--- config.mk ---
export PLATFORM = sky130hd
export DESIGN_NAME = sar_logic_flat
export DESIGN_NICKNAME = d
export VERILOG_FILES = /design/src/rtl/sar_logic_if.sv /design/src/rtl/sar_logic.sv /design/src/flat_wrapper.sv
export SDC_FILE = /design/constraint.sdc
export NUM_CORES = 1
export LEC_CHECK = 0
export ABC_AREA = 1
export CORE_MARGIN = 4
export CORE_UTILIZATION = 55
export DETAILED_ROUTE_END_ITERATION = 16
export GPL_ROUTABILITY_DRIVEN = 0
export PLACE_DENSITY_LB_ADDON = 0.05
export SETUP_SLACK_MARGIN = 0.1
export SYNTH_ARGS = -nofsm -noshare
export SYNTH_HDL_FRONTEND = slang
export SYNTH_SLANG_ARGS = --single-unit
--- constraint.sdc ---
create_clock -name clk -period 2.8 [get_ports clk]
set_input_delay 0.7 -clock clk [delete_from_list [all_inputs] [get_ports clk]]
set_output_delay 0.7 -clock clk [all_outputs]
set_load 0.03 [all_outputs]
--- src/rtl/sar_logic_if.sv ---
// Handshake and data bundle between a SAR controller (slave) and its driver/analog front end (master).
// The abort signal exists only when SAR_ABORT_EN is defined.
interface sar_logic_if #(
    parameter int N_BITS = 8
);
    logic              start;
    logic              comp_in;
`ifdef SAR_ABORT_EN
    logic              abort;
`endif
    logic [N_BITS-1:0] dac_code;
    logic [N_BITS-1:0] result;
    logic              ready;
    logic              sample_en;
    logic              reg_clk_en;
    logic              busy;

`ifdef SAR_ABORT_EN
    modport master (
        output start, comp_in, abort,
        input  dac_code, result, ready, sample_en, reg_clk_en, busy
    );
    modport slave (
        input  start, comp_in, abort,
        output dac_code, result, ready, sample_en, reg_clk_en, busy
    );
`else
    modport master (
        output start, comp_in,
        input  dac_code, result, ready, sample_en, reg_clk_en, busy
    );
    modport slave (
        input  start, comp_in,
        output dac_code, result, ready, sample_en, reg_clk_en, busy
    );
`endif
endinterface

--- src/rtl/sar_logic.sv ---
// Successive-approximation register controller: IDLE -> SAMPLE -> CONVERT (N_BITS cycles) -> DONE.
// Define SAR_ABORT_EN to add the abort input that cancels a conversion in SAMPLE or CONVERT.
module sar_logic #(
    parameter int N_BITS = 8
) (
    input logic         clk,
    input logic         reset_n,
    sar_logic_if.slave  bus
);
    localparam int KW = (N_BITS > 1) ? $clog2(N_BITS) : 1;

    localparam logic [1:0] IDLE    = 2'd0;
    localparam logic [1:0] SAMPLE  = 2'd1;
    localparam logic [1:0] CONVERT = 2'd2;
    localparam logic [1:0] DONE    = 2'd3;

    logic [1:0]        state_reg, state_next;
    logic [KW-1:0]     k_reg, k_next;
    logic [N_BITS-1:0] dac_reg, dac_next;
    logic [N_BITS-1:0] result_reg, result_next;
    logic              ready_reg, sample_en_reg, reg_clk_en_reg, busy_reg;

    always_comb begin
        state_next  = state_reg;
        k_next      = k_reg;
        dac_next    = dac_reg;
        result_next = result_reg;
        case (state_reg)
            IDLE: begin
                if (bus.start) begin
                    state_next = SAMPLE;
                end
            end
            SAMPLE: begin
                state_next               = CONVERT;
                dac_next                 = '0;
                dac_next[N_BITS-1]       = 1'b1;
                k_next                   = KW'(N_BITS - 1);
            end
            CONVERT: begin
                // Decide the current trial bit, then either arm the next lower bit or finish.
                dac_next[k_reg] = bus.comp_in;
                if (k_reg != '0) begin
                    dac_next[k_reg - 1'b1] = 1'b1;
                    k_next                 = k_reg - 1'b1;
                end else begin
                    result_next = dac_next;
                    state_next  = DONE;
                end
            end
            default: begin
                state_next = IDLE;
            end
        endcase
`ifdef SAR_ABORT_EN
        if (bus.abort && (state_reg == SAMPLE || state_reg == CONVERT)) begin
            state_next  = IDLE;
            k_next      = '0;
            dac_next    = '0;
            result_next = result_reg;
        end
`endif
    end

    // Status outputs are registered from the next state so they stay aligned with state_reg.
    always_ff @(posedge clk or negedge reset_n) begin
        if (!reset_n) begin
            state_reg      <= IDLE;
            k_reg          <= '0;
            dac_reg        <= '0;
            result_reg     <= '0;
            ready_reg      <= 1'b0;
            sample_en_reg  <= 1'b0;
            reg_clk_en_reg <= 1'b0;
            busy_reg       <= 1'b0;
        end else begin
            state_reg      <= state_next;
            k_reg          <= k_next;
            dac_reg        <= dac_next;
            result_reg     <= result_next;
            ready_reg      <= (state_next == DONE);
            sample_en_reg  <= (state_next == SAMPLE);
            reg_clk_en_reg <= (state_next == SAMPLE) || (state_next == CONVERT);
            busy_reg       <= (state_next != IDLE);
        end
    end

    assign bus.dac_code   = dac_reg;
    assign bus.result     = result_reg;
    assign bus.ready      = ready_reg;
    assign bus.sample_en  = sample_en_reg;
    assign bus.reg_clk_en = reg_clk_en_reg;
    assign bus.busy       = busy_reg;
endmodule
--- src/flat_wrapper.sv ---
// flat-port wrapper written by rule: the top's interface ports become plain ports
module sar_logic_flat 
#(
    parameter int N_BITS = 8
)
  (clk, reset_n, bus_start, bus_comp_in, bus_dac_code, bus_result, bus_ready, bus_sample_en, bus_reg_clk_en, bus_busy);
  sar_logic_if #(.N_BITS(N_BITS)) bus_i ();
  input logic clk;
  input logic reset_n;
  input wire logic [$bits(bus_i.start)-1:0] bus_start;
  input wire logic [$bits(bus_i.comp_in)-1:0] bus_comp_in;
  output wire logic [$bits(bus_i.dac_code)-1:0] bus_dac_code;
  output wire logic [$bits(bus_i.result)-1:0] bus_result;
  output wire logic [$bits(bus_i.ready)-1:0] bus_ready;
  output wire logic [$bits(bus_i.sample_en)-1:0] bus_sample_en;
  output wire logic [$bits(bus_i.reg_clk_en)-1:0] bus_reg_clk_en;
  output wire logic [$bits(bus_i.busy)-1:0] bus_busy;
  assign bus_i.start = bus_start;
  assign bus_i.comp_in = bus_comp_in;
  assign bus_dac_code = bus_i.dac_code;
  assign bus_result = bus_i.result;
  assign bus_ready = bus_i.ready;
  assign bus_sample_en = bus_i.sample_en;
  assign bus_reg_clk_en = bus_i.reg_clk_en;
  assign bus_busy = bus_i.busy;
  sar_logic #(.N_BITS(N_BITS)) u_core (.clk(clk), .reset_n(reset_n), .bus(bus_i));
endmodule
Word level (Yosys, flattened, before mapping) --
Index checks and enable logic that the tools add are counted.
Word-level totals: register bits after elaboration 25, word-level logic and storage cells 42
Cells by class: add/sub/neg operators 1, order comparisons 4, equality and inequality tests 6, multiplexer cells 12, bitwise operators 2, reductions and logical operators 9
Operators by type and width (count):
- 8-bit one-hot mux with 2 select lines | 1
- 8-bit bitwise mux | 1
- 3-bit by 4-bit less-than comparator with 1-bit output, second input constant | 2
- 8-bit 2-to-1 mux | 1
- 8-bit OR | 1
- 1-bit demux with 3-bit select | 2
- 2-bit == test, second input constant | 3
- 3-bit by 1-bit greater-or-equal comparator with 1-bit output, second input constant | 2
- 2-bit one-hot mux with 3 select lines | 1
- 3-bit one-hot mux with 2 select lines | 1
- 2-bit by 1-bit == test with 1-bit output, second input constant | 2
- 2-bit 2-to-1 mux | 2
- 2-bit AND reduction | 2
- 2-bit nonzero test | 2
- 3-bit 2-to-1 mux | 1
- 3-bit nonzero test | 1
- 3-bit by 1-bit subtractor with 3-bit output, second input constant | 1
- 1-bit logical AND | 2
- 2-bit logical NOT | 1
- 1-bit 2-to-1 mux | 2
- 2-bit by 1-bit != test with 1-bit output, second input constant | 1
- 1-bit logical OR | 1
- 1-bit inverter | 1

Longest topological paths before layout --
Gate-level depths: netlist of the first run.
depth in word-level cells 8, gate-level depth with buffers 10, gate-level depth less buffers 9

Least setup slack after synthesis of the first run --
No wires, ideal clock.
path kind reg-to-reg, start point register u_core.k_reg[1], end point register u_core.reg_clk_en_reg, in the netlist u_core.bus.reg_clk_en, setup time 0.126 ns, data arrival time 1.481 ns, setup slack 1.193 ns, stages on the path, launching flop included 8, clock period less this slack 1.607 ns, cell sequence dfrtp_1 buf_6 inv_1 ha_1 nand3_4 o211ai_1 nand2_1 ha_1
Between the ends: longest elaborated chain between the ends 5, elaborated cells on any way between the ends 6, classes of those cells 2 x eq/ne; 2 x mux; 2 x reduce/logical
Ends and longest elaborated chain:
- start: declaration | RTL line sar_logic.sv:18 | logic [KW-1:0] k_reg, k_next;
- start signal: assignment | RTL line sar_logic.sv:78 | k_reg <= k_next;
- 3-bit nonzero test * | RTL line sar_logic.sv:43 | if (k_reg != '0) begin
- 2-bit 2-to-1 mux * | RTL line sar_logic.sv:43
- 2-bit one-hot mux with 3 select lines * | RTL line sar_logic.sv:28 | case (state_reg)
- 2-bit by 1-bit == test with 1-bit output or 2-bit == test (tied branches) | RTL line sar_logic.sv:83 | reg_clk_en_reg <= (state_next == SAMPLE) || (state_next == CONVERT);
- 1-bit logical OR * | RTL line sar_logic.sv:83
- end signal: assignment | RTL line sar_logic.sv:83
- end: declaration | RTL line sar_logic.sv:21 | logic ready_reg, sample_en_reg, reg_clk_en_reg, busy_reg;
Mark *: on every way between the ends. The rest lies on a longest branch, timed or not. A chain may end at the register's enable or synchronous reset.

Final worst setup path of the first run --
start point register u_core.dac_reg[5], in the netlist u_core.bus.dac_code[5], end point output port bus_dac_code[5]
RTL lines:
- start: declaration | RTL line sar_logic.sv:19 | logic [N_BITS-1:0] dac_reg, dac_next;
- start signal: assignment | RTL line sar_logic.sv:79 | dac_reg <= dac_next;
- end: declaration | RTL line flat_wrapper.sv:12 | output wire logic [$bits(bus_i.dac_code)-1:0] bus_dac_code;
No word-level cell between the ends.

==> results of run 1 <==
per-layer routing:
| metal | up-vias | wire length [microns] | share of wire | track usage |
|---|---|---|---|---|
| met5 | - | 0 | 0 | 0 |
| met4 | 0 | 42 | 0.015 | 0.0662 |
| met3 | 5 | 162 | 0.056 | 0.0379 |
| met2 | 45 | 1380 | 0.48 | 0.324 |
| met1 | 564 | 1310 | 0.45 | 0.234 |
| li1 | 590 | - | - | - |
worst paths after layout:
kind,startpoint,to,slack (ns)
min in group asynchronous,reset_n,u_core.bus.busy,0.72
min,u_core.bus.result[1],u_core.bus.result[1],0.51
max in group asynchronous,reset_n,u_core.bus.dac_code[6],1.84
max,u_core.bus.dac_code[5],bus_dac_code[5],0.70
min reg2reg,u_core.bus.result[1],u_core.bus.result[1],0.51
max reg2reg,u_core.k_reg[0],u_core.bus.reg_clk_en,0.79
stage by stage:
step	utilization	cell area [sq um]	std cells	power, mW
floorplan	-	1360	168	1.31
global placement	0.698	1590	215	1.60
detailed placement	0.698	1590	215	1.63
CTS	0.710	1620	219	1.80
global route	0.710	1620	219	1.93
finish	0.710	1620	219	1.79
synth_stat cells:
cell / number / area share
a21oi_1: 2 / 0.0074
a21oi_2: 1 / 0.0064
a32oi_1: 1 / 0.0064
buf_2: 2 / 0.0074
buf_6: 3 / 0.025
clkinv_1: 2 / 0.0055
dfrtp_1: 25 / 0.46
ha_1: 8 / 0.074
inv_1: 19 / 0.052
inv_2: 1 / 0.0028
nand2_1: 52 / 0.14
nand2_2: 2 / 0.0092
nand3_1: 25 / 0.092
nand3_4: 1 / 0.013
nand4_1: 6 / 0.028
nor2_1: 6 / 0.017
nor2_2: 1 / 0.0046
nor2_4: 1 / 0.0083
o211ai_1: 1 / 0.0055
o21ai_0: 7 / 0.026
o21ai_1: 2 / 0.0074
placed cells by master, fill, tap and decap left out, drive strengths merged:
master         count
nand2             54
inv               20
clkinv             3
nor2               8
clkbuf             3
dfrtp             25
clkdlybuf4s50     23
ha                 8
a21oi              3
nand4              6
o21ai              9
a32oi              1
o211ai             1
buf                1
nand3             26
power groups by stage:
| stage | Sequential, mW | Clock, mW | Combinational [mW] |
|---|---|---|---|
| 6_report | 0.602 | 0.161 | 1.03 |
| 5_1_grt | 0.625 | 0.179 | 1.13 |
| 4_1_cts | 0.602 | 0.165 | 1.03 |
| 3_5_place_dp | 0.610 | 0 | 1.02 |
| 3_3_place_gp | 0.599 | 0 | 0.999 |
| 2_1_floorplan | 0.747 | 0 | 0.558 |
cell families after synthesis:
family | count (synthesis)
DFF | 25
buffers and inverters | 27
adders and majority gates | 8
and+or+nand+nor | 94
AOI/OAI and AO/OA | 14
worst reg2reg max path, cell delays in order, from the launching register on:
cell      delay [ns]
dfrtp_1         0.52
inv_1           0.32
ha_1            0.34
nand3_4         0.20
o211ai_1        0.15
nand2_1         0.09
ha_1            0.29
cell type report:
class | count | share of cell area
inverter | 22 | 0.0511
clock inverter | 1 | 0.00310
tap | 28 | 0.0217
multi-input combinational | 116 | 0.376
sequential | 25 | 0.387
timing repair buffer | 24 | 0.147
clock buffer | 3 | 0.0139
==> metrics.md, run 1 <==
| Metric | Value |
|---|---|
| Status | `finished, final reports clean` |
| Crit path setup slack, layout | `0.699 ns` |
| Syn_area_per_cell | `8.10 sq um` |
| Cell Area, Synth | `1360 sq um` |
| Cell-internal power | `0.897 mW` |
| Initial core utilization | `0.598` |
| 1st-iter DRT viols | `61` |
| # hold bufs at CTS | `0` |
| CTS tree | `yes` |
| Core area | `2280 sq um` |
| Hold WC Path Type | `register to register` |
| Sequential share of power | `0.337` |
| Multi-input logic area | `608 sq um` |
| First-pass GRT wire length | `4.96 mm` |
| Slew Viols, Final | `0` |
| Register area share after synthesis | `0.460` |
| Clock Skew | `0.00494 ns` |
| # clock sinks | `25` |
| CP bufs+invs | `1` |
| Critical Path AT | `1.40 ns` |
| Layout net count | `204` |
| DRT Pass-1 Iters | `5` |
| Setup WS pre-CTS | `0.824 ns` |
| CP required | `2.10 ns` |
| Slowest cell on crit path | `clkdlybuf4s50_1` |
| Least-Margin Pin Slew | `0.426 ns` |
| Final antenna-violating net count | `0` |
| Final min period | `2.10 ns` |
| Cell count along the critical path | `1` |
| Via count | `1204` |
| Pin count of the biggest net entering global routing | `26` |
| Max-Cap Viols | `0` |
| Comb power frac | `0.573` |
| Chip Height | `57.7 microns` |
| Antenna cells | `0` |
| Delay of the slowest cell on the worst path | `0.68 ns` |
| Post-synthesis adder-cell area fraction | `0.0736` |
| Fillers | `198` |
| CP Launch Type | `register` |
| Die width | `57.7 microns` |
| Post-Syn Nets | `180` |
| Sequential cell area | `626 sq um` |
| Ports | `24` |
| Number of cells on the worst hold path | `2` |
| #FFs+latches synth | `25` |
| DRC viols | `0` |
| Resized Gates After CTS | `0` |
| Setup TNS | `0 ns` |
| Die ar. | `3330 sq um` |
| GRT Util Overall | `0.188` |
| Largest family of logic cells by synthesized area | `simple AND/OR/NAND/NOR gates` |
| Clock-pin slew on the worst setup and hold paths | `0.13 ns` |
| Setup bufs post-CTS | `0` |
| Final Hold Slack | `0.508 ns` |
| CTS Root Cell | `clkbuf_4` |
| Initial antenna violation count | `0` |
| CP endpoint kind | `primary output` |
| Final hold vios | `0` |
| Fin crit share | `0.750` |
| Unrepaired setup endpoints after global routing | `no` |
| # setup viols final | `0` |
| Maximum clock frequency | `0.476 GHz` |
| Pwr dens | `1110 nW/um^2` |
| Avg WL per Cell | `13.2 microns` |
| FF-to-FF path depth | `6` |
| Worst-Skew Late Latency | `0.32 ns` |
| Fraction of the mapped netlist area in simple logic gates | `0.315` |
| DRT Wirelength | `2.90 mm` |
| Critical path cell sequence | `clkdlybuf4s50_1` |
| DPL Wire Length | `2.21 mm` |
| I/O Buffers | `23` |
| Leak | `0.811 nW` |
| CTS buffer count | `3` |
| Crit-path max FO | `3` |
| Yosys cell types | `21` |
| Post-synthesis xor/xnor area fraction | `0` |
| Synth Area in Compound Gates | `0.0589` |
| Clk pwr share | `0.090` |
| Vias in the first global route | `1170` |
| H-tree depth | `1` |
| Synthesis-to-layout area growth | `18.9%` |
| Clock buffer depth | `2` |
| # rows | `17` |
| Post-Synthesis Cells | `168` |
| Crit-path leading delay family | `buffers and inverters` |
| Max_slew headroom | `0.716` |
| Switching share of power | `0.498` |
| Mux contribution to synthesized area | `0` |
| Critical path class | `register to primary output` |
| Total congestion overflow | `0` |
| Via-per-instance ratio | `5.50` |
| P_sw | `0.892 mW` |
| Share of cells above drive strength 1 | `0.0628` |
| Worst vdd ir | `0.713 mV` |
| Synth warn | `0` |
Power figures use the tool's default switching activity.
==> inputs of run 2 (changes only) <==
--- a/config.mk
+++ b/config.mk
@@ -7,7 +7,7 @@
 export LEC_CHECK = 0
 export ABC_AREA = 1
 export CORE_MARGIN = 4
-export CORE_UTILIZATION = 55
+export CORE_UTILIZATION = 46
 export DETAILED_ROUTE_END_ITERATION = 16
 export GPL_ROUTABILITY_DRIVEN = 0
 export PLACE_DENSITY_LB_ADDON = 0.05
==> constraint.sdc (replaced) <==
create_clock -name clk -period 1.9 [get_ports clk]
set_input_delay 0.475 -clock clk [delete_from_list [all_inputs] [get_ports clk]]
set_output_delay 0.475 -clock clk [all_outputs]
set_load 0.03 [all_outputs]
==> metrics.md, run 2 (synthesized netlist as in run 1, its figures left out) <==
| Metric | Value |
|---|---|
| Status | `finished, final reports clean` |
| I/O Buffers | `23` |
| Commonest non-fill, non-tap cell in the layout | `nand2_1` |
| CP endpoint kind | `register` |
| CP bufs+invs | `2` |
| Worst R2R Start | `u_core.state_reg[0]` |
| Clock-pin slew on the worst setup and hold paths | `0.14 ns` |
| Die ar. | `3890 sq um` |
| Worst-Skew Late Latency | `0.32 ns` |
| Total congestion overflow | `0` |
| H-tree depth | `1` |
| CTS buffer count | `3` |
| Final hold vios | `0` |
| WL met3 | `151 microns` |
| Top layer in use | `met4` |
| Critical Path AT | `1.84 ns` |
| Fin crit share | `0.859` |
| DPL Wire Length | `2.15 mm` |
| Ports | `24` |
| Routed wl met2 | `1.31 mm` |
| Fillers | `264` |
| Core Util, Final | `0.591` |
| Critical path class | `register to register` |
| Max-Cap Viols | `0` |
| Clock buffer depth | `2` |
| Slew Viols, Final | `0` |
| Least-Margin Pin Slew | `0.315 ns` |
| # clock sinks | `25` |
| Hold WC Path Type | `input pin to asynchronous set/reset pin` |
| Commonest cells after routing, fill and taps aside | `52 x nand2_1, 25 x nand3_1, 25 x dfrtp_1` |
| Die width | `62.4 microns` |
| Core area | `2780 sq um` |
| Resized Gates After CTS | `20` |
| Crit-path leading delay family | `simple AND/OR/NAND/NOR gates` |
| CP startpoint | `u_core.state_reg[0]` |
| Maximum clock frequency | `0.613 GHz` |
| Via count | `1159` |
| Met1 wire length | `1.36 mm` |
| Share of cells above drive strength 1 | `0.0964` |
| Slowest cell on crit path | `dfrtp_1` |
| Cells after DPL | `224` |
| # setup viols final | `0` |
| Delay of the slowest cell on the worst path | `0.40 ns` |
| CTS Root Cell | `clkbuf_4` |
| # rows | `19` |
| Final antenna-violating net count | `0` |
| Unrepaired setup endpoints after global routing | `no` |
| Via-per-instance ratio | `5.08` |
| CTS tree | `yes` |
| Pin count of the biggest net entering global routing | `26` |
| Initial core utilization | `0.489` |
| DRC viols | `0` |
| Initial antenna violation count | `0` |
| DRT Wirelength | `2.87 mm` |
| First-pass GRT wire length | `5.27 mm` |
| 1st-iter DRT viols | `56` |
| Layout Cells excl Fill | `228` |
| # hold bufs at CTS | `0` |
| Avg WL per Cell | `12.6 microns` |
| CP Launch Type | `register` |
| Leak | `0.867 nW` |
| Antenna cells | `0` |
| Chip Height | `62.4 microns` |
| Final min period | `1.63 ns` |
| Synthesis-to-layout area growth | `20.9%` |
| GRT Util Overall | `0.164` |
| Pwr dens | `1590 nW/um^2` |
| Vias in the first global route | `1204` |
| DRT Pass-1 Iters | `4` |
| Max_slew headroom | `0.790` |
| Clock Skew | `0.00858 ns` |
| Setup TNS | `0 ns` |
| Worst vdd ir | `1.27 mV` |
| Most frequent CP cell | `nand3_1` |
| Layout net count | `210` |
| Critical path cell sequence | `inv_1 -> ha_1 -> nand2_1 -> clkinvlp_4 -> nand3_1 -> nand3_1` |
| CP required | `2.11 ns` |
| Crit-path max FO | `9` |
| Tot Pwr | `2.61 mW` |
| Setup bufs post-CTS | `0` |
==> run 2: cell count changes in the layout (fill, tap and decap cells not counted), sizes merged <==
cell,previous run,this run
clkinv,3,2
dlygate4sd2,0,20
clkinvlp,0,1
clkdlybuf4s50,23,3
buf,1,7
==> run 2: worst paths after layout <==
kind	endpoint	slack (ns)	cells past startpoint
worst min-delay path	u_core.bus.sample_en	0.49	2
worst max-delay path	u_core.bus.dac_code[2]	0.27	6
worst max register to register	u_core.bus.dac_code[2]	0.27	6
worst min register to register	u_core.bus.result[1]	0.50	2
max in group asynchronous	u_core.bus.result[1]	1.16	2
min in group clk	u_core.bus.result[1]	0.50	2
==> run 2: final cells by class <==
| class | count | area [sq um] | area share |
|---|---|---|---|
| Clock buffer | 3 | 22.5 | 0.0137 |
| Clock inverter | 1 | 5.00 | 0.00304 |
| Inverter | 22 | 86.3 | 0.0525 |
| Multi-Input combinational cell | 116 | 608 | 0.370 |
| Sequential cell | 25 | 626 | 0.381 |
| Tap cell | 31 | 38.8 | 0.0236 |
| Timing Repair Buffer | 30 | 258 | 0.157 |
==> run 2: stage by stage <==
stage | area (sq um) | hold slack, ns | setup slack [ns]
2_1_floorplan | 1360 | 0.179 | 0.293
3_3_place_gp | 1640 | 0.467 | 0.301
3_5_place_dp | 1640 | 0.476 | 0.267
4_1_cts | 1640 | 0.496 | 0.237
5_1_grt | 1640 | 0.499 | 0.151
6_report | 1640 | 0.491 | 0.269
==> run 2: worst register-to-register path: cells and delay by family (launching register included) <==
kind                     cells  cell delay (ns)
adder cells (fa/ha/maj)      1             0.39
buffers and inverters        2             0.32
flip-flops                   1             0.40
AND/OR/NAND/NOR              3             0.42
==> run 2: power by group <==
group / leakage, nW / total (mW) / switching [mW] / internal [mW]
clock network: 0.0177 / 0.237 / 0.158 / 0.0789
logic: 0.561 / 1.56 / 1.07 / 0.496
registers: 0.288 / 0.811 / 0.0907 / 0.720
total: 0.867 / 2.61 / 1.32 / 1.30
==> run 2: metal layers <==
metal | global-route usage | up-vias
met5 | 0 | -
met4 | 0.0610 | 0
met3 | 0.0324 | 5
met2 | 0.263 | 33
met1 | 0.218 | 522
li1 | - | 599
==> inputs of run 3 (changes only) <==
--- a/config.mk
+++ b/config.mk
@@ -6,8 +6,10 @@
 export NUM_CORES = 1
 export LEC_CHECK = 0
 export ABC_AREA = 1
+export CELL_PAD_IN_SITES_DETAIL_PLACEMENT = 1
+export CELL_PAD_IN_SITES_GLOBAL_PLACEMENT = 1
 export CORE_MARGIN = 4
-export CORE_UTILIZATION = 46
+export CORE_UTILIZATION = 34
 export DETAILED_ROUTE_END_ITERATION = 16
 export GPL_ROUTABILITY_DRIVEN = 0
 export PLACE_DENSITY_LB_ADDON = 0.05
==> metrics.md, run 3 (synthesized netlist as in run 1, its figures left out) <==
| Metric | Value |
|---|---|
| Delay of the slowest cell on the worst path | `0.67 ns` |
| Crit-path max FO | `2` |
| Vias in the first global route | `1240` |
| CTS tree | `yes` |
| Sequential share of power | `0.294` |
| Pin count of the biggest net entering global routing | `26` |
| Share of cells above drive strength 1 | `0.0914` |
| Setup bufs post-CTS | `0` |
| CP required | `1.42 ns` |
| Pwr dens | `1640 nW/um^2` |
| Cells after DPL | `241` |
| Layout Cells excl Fill | `245` |
| Worst-Skew Late Latency | `0.26 ns` |
| Synthesis-to-layout area growth | `25.7%` |
| Clock buffer depth | `2` |
| Least-Margin Pin Slew | `0.330 ns` |
| I/O Buffers | `23` |
| Critical Path AT | `1.28 ns` |
| Status | `finished, final reports clean` |
| Multi-input logic area | `608 sq um` |
| Antenna cells | `0` |
| Final min period | `1.75 ns` |
| Initial antenna violation count | `0` |
| Ports | `24` |
| Clock Skew | `0.00149 ns` |
| GRT Util Overall | `0.146` |
| Core area | `3770 sq um` |
| Via-per-instance ratio | `4.93` |
| Cell-internal power | `1.42 mW` |
| Max-Cap Viols | `0` |
| Die width | `71.2 microns` |
| Final hold vios | `0` |
| # hold bufs at CTS | `0` |
| Placed cell area | `1660 sq um` |
| Avg WL per Cell | `14.6 microns` |
| Chip Height | `71.2 microns` |
| Switching share of power | `0.493` |
| Crit-path leading delay family | `buffers and inverters` |
| # setup viols final | `0` |
| Setup TNS | `0 ns` |
| # rows | `22` |
| CTS Root Cell | `clkbuf_8` |
| CP Launch Type | `register` |
| Layout net count | `210` |
| Unrepaired setup endpoints after global routing | `no` |
| Total congestion overflow | `0` |
| DPL Wire Length | `2.76 mm` |
| Slowest cell on crit path | `clkdlybuf4s50_1` |
| CP endpoint kind | `primary output` |
| Clock-pin slew on the worst setup and hold paths | `0.09 ns` |
| Fillers | `463` |
| Sequential cell area | `626 sq um` |
| 1st-iter DRT viols | `19` |
| Max_slew headroom | `0.780` |
| Comb power frac | `0.595` |
| Die ar. | `5080 sq um` |
| Via count | `1208` |
| Slew Viols, Final | `0` |
| DRT Pass-1 Iters | `4` |
| DRC viols | `0` |
| Fin crit share | `0.922` |
| Resized Gates After CTS | `9` |
| P_sw | `1.38 mW` |
| Worst vdd ir | `0.539 mV` |
| Commonest non-fill, non-tap cell in the layout | `nand2_1` |
| H-tree depth | `1` |
| DRT Wirelength | `3.58 mm` |
| First-pass GRT wire length | `6.00 mm` |
| CP bufs+invs | `1` |
| # clock sinks | `25` |
| Maximum clock frequency | `0.571 GHz` |
| Final instance area | `1710 sq um` |
| CTS buffer count | `3` |
| Hold WC Path Type | `register to register` |
| Critical path cell sequence | `clkdlybuf4s50_1` |
| Commonest cells after routing, fill and taps aside | `52 x nand2_1, 25 x nand3_1, 25 x dfrtp_1` |
| Critical path class | `register to primary output` |
| Clk pwr share | `0.112` |
| Final antenna-violating net count | `0` |
| Leak | `0.886 nW` |
| Initial core utilization | `0.361` |
[run 3: worst min-delay path: stages, from the launching register on]
cell and delay [ns]:
dfrtp_1 0.35, nand2_1 0.05, o21ai_0 0.06
[run 3: through the flow]
| stage | setup WS, ns | hold WS [ns] | utilization | power [mW] |
|---|---|---|---|---|
| floorplan | 0.293 | 0.179 | - | 1.92 |
| global placement | 0.271 | 0.464 | 0.440 | 2.49 |
| detailed placement | 0.208 | 0.477 | 0.440 | 2.55 |
| CTS | 0.103 | 0.498 | 0.449 | 2.84 |
| global route | 0.102 | 0.539 | 0.453 | 3.05 |
| finish | 0.148 | 0.489 | 0.453 | 2.80 |
[run 3: area by class of cell]
type,count,share of cell area
Clock buffer,4,0.0264
Sequential cell,25,0.366
Inverter,22,0.0505
Multi-Input combinational cell,116,0.356
Timing Repair Buffer,30,0.166
Tap cell,48,0.0351
[run 3: path summary, 6_finish.rpt]
| path | startpoint | end | slack, ns | cells after the start |
|---|---|---|---|---|
| min reg2reg | u_core.bus.result[4] | u_core.bus.result[4] | 0.49 | 2 |
| max reg2reg | u_core.state_reg[0] | u_core.k_reg[1] | 0.24 | 5 |
| max in group asynchronous | reset_n | u_core.bus.result[3] | 1.07 | 2 |
| min | u_core.bus.result[4] | u_core.bus.result[4] | 0.49 | 2 |
| min in group asynchronous | reset_n | u_core.bus.busy | 0.58 | 2 |
| max | u_core.bus.result[7] | bus_result[7] | 0.15 | 1 |
[run 3: routing by layer]
metal  global-route usage  up-vias  part of all wire
met2                0.238       20              0.46
met1                0.210      589              0.49
met3               0.0126        2             0.035
li1                     -      597                 -
met5                    0        -                 0
met4               0.0376        0            0.0050
[run 3: power groups by stage]
stage,Sequential (mW),Clock (mW),Combinational [mW]
after floorplan,1.10,0,0.822
after global placement,0.829,0,1.66
after detailed placement,0.844,0,1.71
after CTS,0.830,0.331,1.68
after global routing,0.849,0.350,1.85
final,0.823,0.313,1.66
